[src/rtl/vga_pixel_pipeline_if.sv]
// Pixel-stream bundle between the VGA sync/position generator and the colour pipeline.
// The master drives position, raw syncs and freeze; the slave returns delayed syncs and RGB.
interface vga_pixel_pipeline_if #(
   parameter int unsigned COUNTER_SIZE = 11
);
   logic [COUNTER_SIZE-1:0] h_pos;
   logic [COUNTER_SIZE-1:0] v_pos;
   logic                    h_sync_in;
   logic                    v_sync_in;
   logic                    freeze;
   logic                    h_sync_out;
   logic                    v_sync_out;
   logic [11:0]             rgb;

   modport master (
      output h_pos, v_pos, h_sync_in, v_sync_in, freeze,
      input  h_sync_out, v_sync_out, rgb
   );

   modport slave (
      input  h_pos, v_pos, h_sync_in, v_sync_in, freeze,
      output h_sync_out, v_sync_out, rgb
   );
endinterface

[src/rtl/vga_pixel_pipeline.sv]
// Two-stage colour pipeline: 8 vertical colour bars plus a bouncing sprite, syncs kept aligned.
// Define BORDER_EN to add a white 1-pixel frame around the active area.
module vga_pixel_pipeline #(
   parameter int unsigned COUNTER_SIZE = 11,
   parameter int unsigned H_ACTIVE     = 1024,
   parameter int unsigned V_ACTIVE     = 768,
   parameter int unsigned BAR_WIDTH    = 128,
   parameter int unsigned BOX_SIZE     = 32,
   parameter int unsigned STEP         = 2
) (
   input  logic                control_clock,
   input  logic                control_reset_n,
   vga_pixel_pipeline_if.slave pix
);
   localparam int unsigned W = COUNTER_SIZE + 1;

   logic [W-1:0]              h_ext, v_ext, bx_ext, by_ext;
   logic                      active_d, box_hit_d, tick;
   logic                      active_q, box_hit_q, border_s1;
   logic                      hs_s1_q, vs_s1_q;
   logic [COUNTER_SIZE-1:0]   bar_cnt_q, bar_cnt_d;
   logic [2:0]                bar_idx_q, bar_idx_d;
   logic [2:0]                bar_bits;
   logic [COUNTER_SIZE-1:0]   box_x_q, box_x_d, box_y_q, box_y_d;
   logic                      dir_x_neg_q, dir_x_neg_d, dir_y_neg_q, dir_y_neg_d;
   logic [11:0]               rgb_q, rgb_d;
   logic                      h_sync_q, v_sync_q;

   // Compare one bit wider than the counters so box_x+BOX_SIZE cannot wrap.
   assign h_ext  = {1'b0, pix.h_pos};
   assign v_ext  = {1'b0, pix.v_pos};
   assign bx_ext = {1'b0, box_x_q};
   assign by_ext = {1'b0, box_y_q};

   assign active_d  = (h_ext < W'(H_ACTIVE)) && (v_ext < W'(V_ACTIVE));
   assign box_hit_d = (h_ext >= bx_ext) && (h_ext < bx_ext + W'(BOX_SIZE)) &&
                      (v_ext >= by_ext) && (v_ext < by_ext + W'(BOX_SIZE));
   assign tick      = (pix.h_pos == '0) && (v_ext == W'(V_ACTIVE));

   // Returns {dir_neg, pos} after one frame of motion along one axis.
   function automatic logic [COUNTER_SIZE:0] bounce(input logic [COUNTER_SIZE-1:0] pos,
                                                    input logic neg, input logic [W-1:0] limit);
      logic [COUNTER_SIZE:0] res;
      if (!neg) begin
         if ({1'b0, pos} + W'(BOX_SIZE + STEP) >= limit) begin
            res = {1'b1, COUNTER_SIZE'(limit - W'(BOX_SIZE))};
         end else begin
            res = {1'b0, pos + COUNTER_SIZE'(STEP)};
         end
      end else if (pos <= COUNTER_SIZE'(STEP)) begin
         res = '0;
      end else begin
         res = {1'b1, pos - COUNTER_SIZE'(STEP)};
      end
      return res;
   endfunction

   always_comb begin
      {dir_x_neg_d, box_x_d} = {dir_x_neg_q, box_x_q};
      {dir_y_neg_d, box_y_d} = {dir_y_neg_q, box_y_q};
      if (tick && !pix.freeze) begin
         {dir_x_neg_d, box_x_d} = bounce(box_x_q, dir_x_neg_q, W'(H_ACTIVE));
         {dir_y_neg_d, box_y_d} = bounce(box_y_q, dir_y_neg_q, W'(V_ACTIVE));
      end
   end

   // bar_idx_q doubles as the stage-1 register: it holds the bar of the pixel just captured.
   always_comb begin
      bar_cnt_d = bar_cnt_q + 1'b1;
      bar_idx_d = bar_idx_q;
      if (pix.h_pos == '0) begin
         bar_cnt_d = '0;
         bar_idx_d = '0;
      end else if (bar_cnt_q == COUNTER_SIZE'(BAR_WIDTH - 1)) begin
         bar_cnt_d = '0;
         if (bar_idx_q != 3'd7) bar_idx_d = bar_idx_q + 3'd1;
      end
   end

`ifdef BORDER_EN
   logic border_d, border_q;
   assign border_d = active_d && ((pix.h_pos == '0) || (h_ext == W'(H_ACTIVE - 1)) ||
                                  (pix.v_pos == '0) || (v_ext == W'(V_ACTIVE - 1)));
   always_ff @(posedge control_clock or negedge control_reset_n) begin
      if (!control_reset_n) border_q <= 1'b0;
      else                  border_q <= border_d;
   end
   assign border_s1 = border_q;
`else
   assign border_s1 = 1'b0;
`endif

   always_ff @(posedge control_clock or negedge control_reset_n) begin
      if (!control_reset_n) begin
         active_q    <= 1'b0;
         box_hit_q   <= 1'b0;
         hs_s1_q     <= 1'b0;
         vs_s1_q     <= 1'b0;
         bar_cnt_q   <= '0;
         bar_idx_q   <= '0;
         box_x_q     <= '0;
         box_y_q     <= '0;
         dir_x_neg_q <= 1'b0;
         dir_y_neg_q <= 1'b0;
      end else begin
         active_q    <= active_d;
         box_hit_q   <= box_hit_d;
         hs_s1_q     <= pix.h_sync_in;
         vs_s1_q     <= pix.v_sync_in;
         bar_cnt_q   <= bar_cnt_d;
         bar_idx_q   <= bar_idx_d;
         box_x_q     <= box_x_d;
         box_y_q     <= box_y_d;
         dir_x_neg_q <= dir_x_neg_d;
         dir_y_neg_q <= dir_y_neg_d;
      end
   end

   // Bar order white,yellow,cyan,green,magenta,red,blue,black reduces to inverted index bits.
   assign bar_bits = {~bar_idx_q[1], ~bar_idx_q[2], ~bar_idx_q[0]};

   always_comb begin
      rgb_d = {{4{bar_bits[2]}}, {4{bar_bits[1]}}, {4{bar_bits[0]}}};
      if (!active_q)      rgb_d = 12'h000;
      else if (border_s1) rgb_d = 12'hFFF;
      else if (box_hit_q) rgb_d = 12'hF80;
   end

   always_ff @(posedge control_clock or negedge control_reset_n) begin
      if (!control_reset_n) begin
         rgb_q    <= '0;
         h_sync_q <= 1'b0;
         v_sync_q <= 1'b0;
      end else begin
         rgb_q    <= rgb_d;
         h_sync_q <= hs_s1_q;
         v_sync_q <= vs_s1_q;
      end
   end

   assign pix.rgb        = rgb_q;
   assign pix.h_sync_out = h_sync_q;
   assign pix.v_sync_out = v_sync_q;
endmodule

[src/flat_wrapper.sv]
// flat-port wrapper written by rule: the top's interface ports become plain ports
module vga_pixel_pipeline_flat 
#(
   parameter int unsigned COUNTER_SIZE = 11,
   parameter int unsigned H_ACTIVE     = 1024,
   parameter int unsigned V_ACTIVE     = 768,
   parameter int unsigned BAR_WIDTH    = 128,
   parameter int unsigned BOX_SIZE     = 32,
   parameter int unsigned STEP         = 2
)
  (control_clock, control_reset_n, pix_h_pos, pix_v_pos, pix_h_sync_in, pix_v_sync_in, pix_freeze, pix_h_sync_out, pix_v_sync_out, pix_rgb);
  vga_pixel_pipeline_if #(.COUNTER_SIZE(COUNTER_SIZE)) pix_i ();
  input  logic control_clock;
  input  logic control_reset_n;
  input wire logic [$bits(pix_i.h_pos)-1:0] pix_h_pos;
  input wire logic [$bits(pix_i.v_pos)-1:0] pix_v_pos;
  input wire logic [$bits(pix_i.h_sync_in)-1:0] pix_h_sync_in;
  input wire logic [$bits(pix_i.v_sync_in)-1:0] pix_v_sync_in;
  input wire logic [$bits(pix_i.freeze)-1:0] pix_freeze;
  output wire logic [$bits(pix_i.h_sync_out)-1:0] pix_h_sync_out;
  output wire logic [$bits(pix_i.v_sync_out)-1:0] pix_v_sync_out;
  output wire logic [$bits(pix_i.rgb)-1:0] pix_rgb;
  assign pix_i.h_pos = pix_h_pos;
  assign pix_i.v_pos = pix_v_pos;
  assign pix_i.h_sync_in = pix_h_sync_in;
  assign pix_i.v_sync_in = pix_v_sync_in;
  assign pix_i.freeze = pix_freeze;
  assign pix_h_sync_out = pix_i.h_sync_out;
  assign pix_v_sync_out = pix_i.v_sync_out;
  assign pix_rgb = pix_i.rgb;
  vga_pixel_pipeline #(.COUNTER_SIZE(COUNTER_SIZE), .H_ACTIVE(H_ACTIVE), .V_ACTIVE(V_ACTIVE), .BAR_WIDTH(BAR_WIDTH), .BOX_SIZE(BOX_SIZE), .STEP(STEP)) u_core (.control_clock(control_clock), .control_reset_n(control_reset_n), .pix(pix_i));
endmodule
[config.mk]
export PLATFORM = sky130hd
export DESIGN_NAME = vga_pixel_pipeline_flat
export DESIGN_NICKNAME = d
export VERILOG_FILES = /design/src/rtl/vga_pixel_pipeline_if.sv /design/src/rtl/vga_pixel_pipeline.sv /design/src/flat_wrapper.sv
export SDC_FILE = /design/constraint.sdc
export NUM_CORES = 1
export LEC_CHECK = 0
export ABC_AREA = 0
export CAP_MARGIN = 40
export CORE_ASPECT_RATIO = 1.5
export CORE_MARGIN = 2
export CORE_UTILIZATION = 30
export DETAILED_ROUTE_END_ITERATION = 8
export DONT_BUFFER_PORTS = 1
export GPL_TIMING_DRIVEN = 0
export SYNTH_ARGS = -nofsm -noshare
export SYNTH_HDL_FRONTEND = slang
export SYNTH_SLANG_ARGS = --single-unit
export TNS_END_PERCENT = 50
[constraint.sdc]
create_clock -name control_clock -period 2.9 [get_ports control_clock]
set_clock_uncertainty 0.1 [all_clocks]
set_input_delay 0.145 -clock control_clock [delete_from_list [all_inputs] [get_ports control_clock]]
set_output_delay 0.145 -clock control_clock [all_outputs]
set_load 0.1 [all_outputs]
==> results of run 1 <==
worst reg2reg max path, cell delays in order, from the launching register on:
cell and delay [ns]:
dfrtp_1 0.38, clkbuf_1 0.29, inv_1 0.15, ha_1 0.29
nor4bb_1 0.16, o31ai_1 0.36, nand2_1 0.25, or4_1 0.53
o211ai_1 0.11
cells by family (layout without fill, tap and decap cells):
logic type	Yosys count	count (layout)
mux	2	2
buf+inv	61	74
fa+ha+maj	49	49
compound gates	137	137
xor+xnor	18	18
flops	46	46
simple gates	159	159
worst max path at each step:
| stage | end | slack, ns | cells past startpoint |
|---|---|---|---|
| after detailed placement | u_core.box_hit_q$_DFF_PN0_ | -0.15 | 9 |
| after CTS | u_core.box_hit_q$_DFF_PN0_ | 0.03 | 8 |
| after global placement | u_core.box_hit_q$_DFF_PN0_ | -0.04 | 9 |
| after global routing | u_core.box_hit_q$_DFF_PN0_ | 0.01 | 9 |
| after floorplan | u_core.box_hit_q$_DFF_PN0_ | 0.53 | 9 |
| final | u_core.box_y_q[10]$_DFFE_PN0P_ | 0.20 | 8 |
repair_timing:
| action | in CTS | in global routing |
|---|---|---|
| resized for setup | 3 | 6 |
| endpoints found under the hold margin | 49 | 0 |
| hold buffers | 6 | 0 |
| setup endpoints to repair | 5 | 14 |
| cloned | 0 | 0 |
sequential cells by signal, indices dropped and copies added, names as in the netlist:
name and cells:
u_core.active_q 1, u_core.pix.v_sync_out 1, u_core.box_y_q 10, u_core.pix.h_sync_out 1
u_core.dir_x_neg_q 1, u_core.bar_idx_q 3, u_core.pix.rgb 4, u_core.bar_cnt_q 11
u_core.box_hit_q 1, u_core.hs_s1_q 1, u_core.dir_y_neg_q 1, u_core.box_x_q 10
u_core.vs_s1_q 1
synth_stat cells, drive strengths merged, types with 4 or more instances:
| library cell | number | area share |
|---|---|---|
| a2111oi | 5 | 0.011 |
| a211oi | 10 | 0.018 |
| a21o | 4 | 0.0073 |
| a21oi | 21 | 0.027 |
| a221oi | 4 | 0.0085 |
| a22oi | 9 | 0.016 |
| a41oi | 4 | 0.0085 |
| and2 | 4 | 0.0061 |
| and3 | 6 | 0.0092 |
| and4 | 4 | 0.0085 |
| buf | 15 | 0.025 |
| clkbuf | 18 | 0.016 |
| dfrtp | 46 | 0.28 |
| ha | 49 | 0.15 |
| inv | 27 | 0.025 |
| nand2 | 27 | 0.025 |
| nand3 | 21 | 0.027 |
| nand4 | 16 | 0.024 |
| nor2 | 31 | 0.028 |
| nor2b | 5 | 0.0076 |
| nor3 | 16 | 0.020 |
| nor4 | 10 | 0.023 |
| o211ai | 5 | 0.0092 |
| o21a | 4 | 0.0073 |
| o21ai | 24 | 0.029 |
| o31ai | 5 | 0.0092 |
| or3 | 5 | 0.0076 |
| or4 | 5 | 0.010 |
| xnor2 | 11 | 0.023 |
| xor2 | 7 | 0.015 |
cell type report:
type,instances,area (µm²),area share
inverters,28,105.1,0.02281
flip-flops and latches,46,1152,0.2501
well taps,162,202.7,0.04399
multi-input cells,365,2681,0.5819
repair buffers,9,160.2,0.03475
clock inverters,3,21.27,0.004616
plain buffers,29,160.2,0.03475
clock buffers,5,125.1,0.02715
through the flow:
| stage | utilization | TNS (ns) | hold WS, ns |
|---|---|---|---|
| after floorplan | - | 0 | -0.2506 |
| after global placement | 0.3212 | -0.06840 | -0.2492 |
| after detailed placement | 0.3274 | -0.3255 | -0.2492 |
| after CTS | 0.3443 | 0 | 0.1763 |
| after global routing | 0.3438 | 0 | 0.1890 |
| final | 0.3438 | 0 | 0.1765 |
where the power goes:
part	total, mW	internal [mW]	switching, mW
clock	0.591	0.320	0.271
combinational	0.192	0.0886	0.103
sequential	0.767	0.698	0.0696
total	1.55	1.11	0.444
metal layers:
metal,track usage,vias to the layer above,part of all wire
li1,-,1814,-
met1,0.1834,1887,0.38
met2,0.3047,161,0.52
met3,0.01665,49,0.045
met4,0.1075,0,0.054
met5,0,-,0
==> results.json, run 1 <==
{
  "status": "completed",
  "viasPerCell": 6.045,
  "ys_async_sr_fraction": 1.000,
  "power_density_nw_per_um2": 336.3,
  "crit_family": "simple AND/OR/NAND/NOR gates",
  "setup_slack_ns": 0.1980,
  "tritoncts": "yes",
  "first_global_vias": 4018,
  "worst_pin_slew_ns": 0.8797,
  "wl_per_cell_um": 18.83,
  "cp_slowest_stage_delay_ns": 0.53,
  "drc": 0,
  "synth_top_family_by_area": "compound AO/OA/AOI/OAI gates",
  "power_leakage_nw": 1.857,
  "dieWidth_um": 99.49,
  "routed_wl_mm": 12.18,
  "final_nets": 560,
  "min_period_ns": 2.702,
  "final_cell_mix": "49 x ha_1, 45 x dfrtp_1, 31 x nor2_1",
  "timing.rr.start": "u_core.box_y_q[1]$_DFFE_PN0P_",
  "hold_start": "pix_h_pos[10]",
  "crit_path_start_kind": "register",
  "place_hpwl_mm": 9.347,
  "area_growth_pct": 12.32,
  "cp-startpoint": "u_core.box_y_q[1]$_DFFE_PN0P_",
  "cpMaxStageDelayCell": "or4_1",
  "place.gp.congestion": 0.9392,
  "synth_fp_nets": 548,
  "cts_buffer_depth": 2,
  "synth-xor-area-share": 0.03843,
  "vias": 3911,
  "worst_setup_path_end_kind": "register",
  "ys_seq_area_frac": 0.2806,
  "drv_slew": 0,
  "start_util": 0.3061,
  "muxShareOfSynthArea": 0.004880,
  "cts_sinks": 46,
  "stdcell_area_um2": 4608,
  "ys_types": 69,
  "synth_compound_area_frac": 0.2452,
  "overflow": 0,
  "worstSetupPathType": "reg2reg",
  "yosys.area_share.simple": 0.2144,
  "finalCritPeriodShare": 0.9317,
  "post-cts-setup-buffers": 0,
  "diodes": 0,
  "yosysWarnings": 0,
  "dp_slack_ns": -0.1470,
  "syn_area_um2": 4103,
  "finalPower_mw": 1.550,
  "min_to": "u_core.bar_cnt_q[1]$_DFF_PN0_",
  "drive_above_1_share": 0.09485,
  "die_h_um": 147.2,
  "fillers": 1379,
  "antenna_found_initial": 0,
  "fp-row-count": 52,
  "synth_edf_count": 0,
  "grt_usage": 0.1682,
  "clockRootBuffer": "clkbuf_16",
  "stdcell_count": 647,
  "rrSetupSlack_ns": 0.20,
  "path_cells": "clkbuf_1 -> inv_1 -> ha_1 -> nor4bb_1 -> o31ai_1 -> nand2_1 -> or4_1 -> o211ai_1",
  "ys.flop_type": "dfrtp_1",
  "drtIter0Drc": 245,
  "worstPathArrival_ns": 2.81,
  "ant_nets": 0,
  "slew-limit-headroom": 0.4139,
  "rr_worst_depth": 8,
  "grt_start_max_net_pins": 47,
  "postSynthCellCount": 472,
  "insertion_delay_ns": 0.30,
  "syn_area_per_cell_um2": 8.692,
  "cts_inserted_buffers": 5,
  "whs_path_depth": 3,
  "reg2reg_to": "u_core.box_y_q[10]$_DFFE_PN0P_",
  "port_buffers": 0,
  "final_hold_viol_count": 0,
  "fmax_ghz": 0.3701,
  "clk_pin_slew_ns": 0.07,
  "dpl_cell_area_um2": 4388,
  "synthAdderAreaFrac": 0.1494,
  "io_pins": 41,
  "path_max_fanout": 8,
  "synth-seq-cells": 46,
  "placedCellCount": 637,
  "crit_buf_inv": 2,
  "rsz0062_at_grt": "no",
  "grt_pass1_wl_mm": 19.80,
  "cp.required_ns": 3.01,
  "ir_drop_v": 0.0002163,
  "die_area_um2": 14650,
  "core_um2": 13400,
  "min_path_type": "in2reg",
  "first_pass_iters": 5,
  "cts_max_level": 2,
  "layout_commonest_cell": "ha_1",
  "report.final.setup_viol": 0,
  "maxCapViolations": 0
}
Note: power is estimated with default switching activity, not from simulation.
==> inputs of run 2 (changes only) <==
CORE_UTILIZATION = 40   (was 30)
==> run 2 against run 1 <==
  * Count of clock-buffer cells in the layout unchanged
  * Maximum frequency is 2.7% lower
  * Core utilization up 11 points
  * First-iteration DRC count grew 2.4%
  * Critical path depth unchanged
  * Cell area barely moved
  * Die area fell by 24%
  * Hold slack worse by 0.021 ns
  * Non-clock buffer count rose by 2
  * Total power up 4.3%
  * Critical path type unchanged
  * Largest power group unchanged
==> results.json, run 2 (synthesis gave the netlist of run 1 again) <==
{
  "worst_pin_slew_ns": 0.8867,
  "final_nets": 562,
  "drtIter0Drc": 251,
  "rsz0062_at_grt": "yes",
  "cts_inserted_buffers": 5,
  "post-cts-setup-buffers": 0,
  "first_pass_iters": 5,
  "wl_per_cell_um": 19.49,
  "place.gp.congestion": 0.9305,
  "worstPathArrival_ns": 2.88,
  "insertion_delay_ns": 0.29,
  "dpl_cell_area_um2": 4332,
  "worst_setup_path_end_kind": "register",
  "cts_max_level": 2,
  "stdcell_count": 604,
  "tritoncts": "yes",
  "antenna_found_initial": 0,
  "p_int_mw": 1.194,
  "grt_pass1_wl_mm": 19.39,
  "clockRootBuffer": "clkbuf_16",
  "largest-register": "u_core.bar_cnt_q",
  "path_max_fanout": 9,
  "area_growth_pct": 12.35,
  "ant_nets": 0,
  "hold_slack_ns": 0.1556,
  "crit_path_start_kind": "register",
  "clk_pin_slew_ns": 0.07,
  "p_clk_frac": 0.412,
  "finalPower_mw": 1.616,
  "drive_above_1_share": 0.09856,
  "fillers": 992,
  "cp.required_ns": 3.00,
  "cts_sinks": 46,
  "ff_latch_area_um2": 1151,
  "min_period_ns": 2.778,
  "power_frac_seq": 0.472,
  "slew-limit-headroom": 0.4092,
  "dieWidth_um": 86.69,
  "overflow": 0,
  "swShare": 0.2610,
  "layout_commonest_cell": "ha_1",
  "place_hpwl_mm": 9.066,
  "setup-tns-final_ns": 0,
  "worstSetupPathType": "reg2reg",
  "largest_reg_flops": 11,
  "start_util": 0.4071,
  "io_pins": 41,
  "power_leakage_nw": 1.861,
  "grt_usage": 0.2206,
  "ir_drop_v": 0.0001759,
  "stdcell_area_um2": 4609,
  "final_hold_viol_count": 0,
  "diodes": 0,
  "grt_start_max_net_pins": 47,
  "viasPerCell": 6.449,
  "core_um2": 10080,
  "min_path_type": "in2reg",
  "drt-met1-wl_mm": 4.579,
  "status": "completed",
  "drv_slew": 0,
  "first_global_vias": 3974,
  "vias": 3895,
  "fmax_ghz": 0.3599,
  "fp-row-count": 45,
  "switchingPower_uw": 422.0,
  "combPwrFrac": 0.115,
  "die_area_um2": 11100,
  "port_buffers": 0,
  "power_density_nw_per_um2": 350.7,
  "multiInputGateArea_um2": 2706,
  "placedCellCount": 592,
  "report.final.setup_viol": 0,
  "finalCritPeriodShare": 0.9580,
  "cts_buffer_depth": 2,
  "routed_wl_mm": 11.77,
  "top_regs": "u_core.bar_cnt_q (11), u_core.box_x_q (10), u_core.box_y_q (10)",
  "die_h_um": 128.0,
  "wl_met3_um": 573,
  "drc": 0,
  "final_cell_mix": "49 x ha_1, 46 x dfrtp_1, 31 x nor2_1",
  "maxCapViolations": 0,
  "routed.top_layer": "met4",
  "wl_met2_mm": 6.137
}
-- run 2: cell types whose count changed in the layout (fill, tap and decap cells not counted), sizes merged --
cell / before / now
clkbuf: 20 / 22
bufinv: 0 / 1
clkinv: 3 / 2
-- run 2: final cells by class --
cell class | instances | area share
Clock inverter | 3 | 0.009501
Sequential cell | 46 | 0.2497
Buffer | 31 | 0.03637
Tap cell | 117 | 0.03176
Inverter | 28 | 0.02362
Multi-Input combinational cell | 365 | 0.5871
Timing Repair Buffer | 9 | 0.03474
Clock buffer | 5 | 0.02714
-- run 2: power groups by stage --
| stage | Combinational (mW) | Clock [mW] | Sequential [mW] |
|---|---|---|---|
| finish | 0.187 | 0.667 | 0.763 |
| global route | 0.222 | 0.708 | 0.777 |
| CTS | 0.191 | 0.680 | 0.764 |
| detailed placement | 0.164 | 0 | 0.776 |
| global placement | 0.156 | 0 | 0.776 |
| floorplan | 0.134 | 0 | 0.765 |
-- run 2: routing by layer --
metal  GRT usage  up-vias
met5           0        -
met4     0.09651        0
met3     0.02962       38
met2      0.4045      143
met1      0.2493     1887
li1            -     1827
-- run 2: per-stage QoR --
stage | worst slack (ns) | util
4_1_cts | 0.008385 | 0.4545
3_3_place_gp | 0.007969 | 0.4216
3_5_place_dp | -0.05444 | 0.4298
6_report | 0.1218 | 0.4574
2_1_floorplan | 0.5348 | -
5_1_grt | 0.005636 | 0.4574
-- run 2: worst max-delay path: stages (launching register included) --
cell        delay [ns]
dfrtp_1           0.38
clkbuf_2          0.28
clkinvlp_4        0.25
ha_1              0.24
a41oi_1           0.28
a2bb2oi_2         0.31
a21oi_2           0.17
or4_4             0.57
o221ai_1          0.10
-- run 2: what timing repair did --
item                       CTS  global route
hold buffers                 6             0
resized for setup            2            11
setup endpoints to repair    5            15
hold endpoints to repair    49             0
gates cloned                 0             0
-- run 2: path summary, 6_finish.rpt --
path	depth (start not counted)	start	to	slack, ns
worst max-delay path	8	u_core.box_y_q[5]$_DFFE_PN0P_	u_core.box_y_q[6]$_DFFE_PN0P_	0.12
worst min-delay path	3	pix_h_pos[10]	u_core.bar_cnt_q[1]$_DFF_PN0_	0.16
worst max register to register	8	u_core.box_y_q[5]$_DFFE_PN0P_	u_core.box_y_q[6]$_DFFE_PN0P_	0.12
worst min register to register	0	u_core.vs_s1_q$_DFF_PN0_	u_core.pix.v_sync_out$_DFF_PN0_	0.26
max in group asynchronous	2	control_reset_n	u_core.box_y_q[3]$_DFFE_PN0P_	2.22
min in group asynchronous	2	control_reset_n	u_core.box_hit_q$_DFF_PN0_	0.25
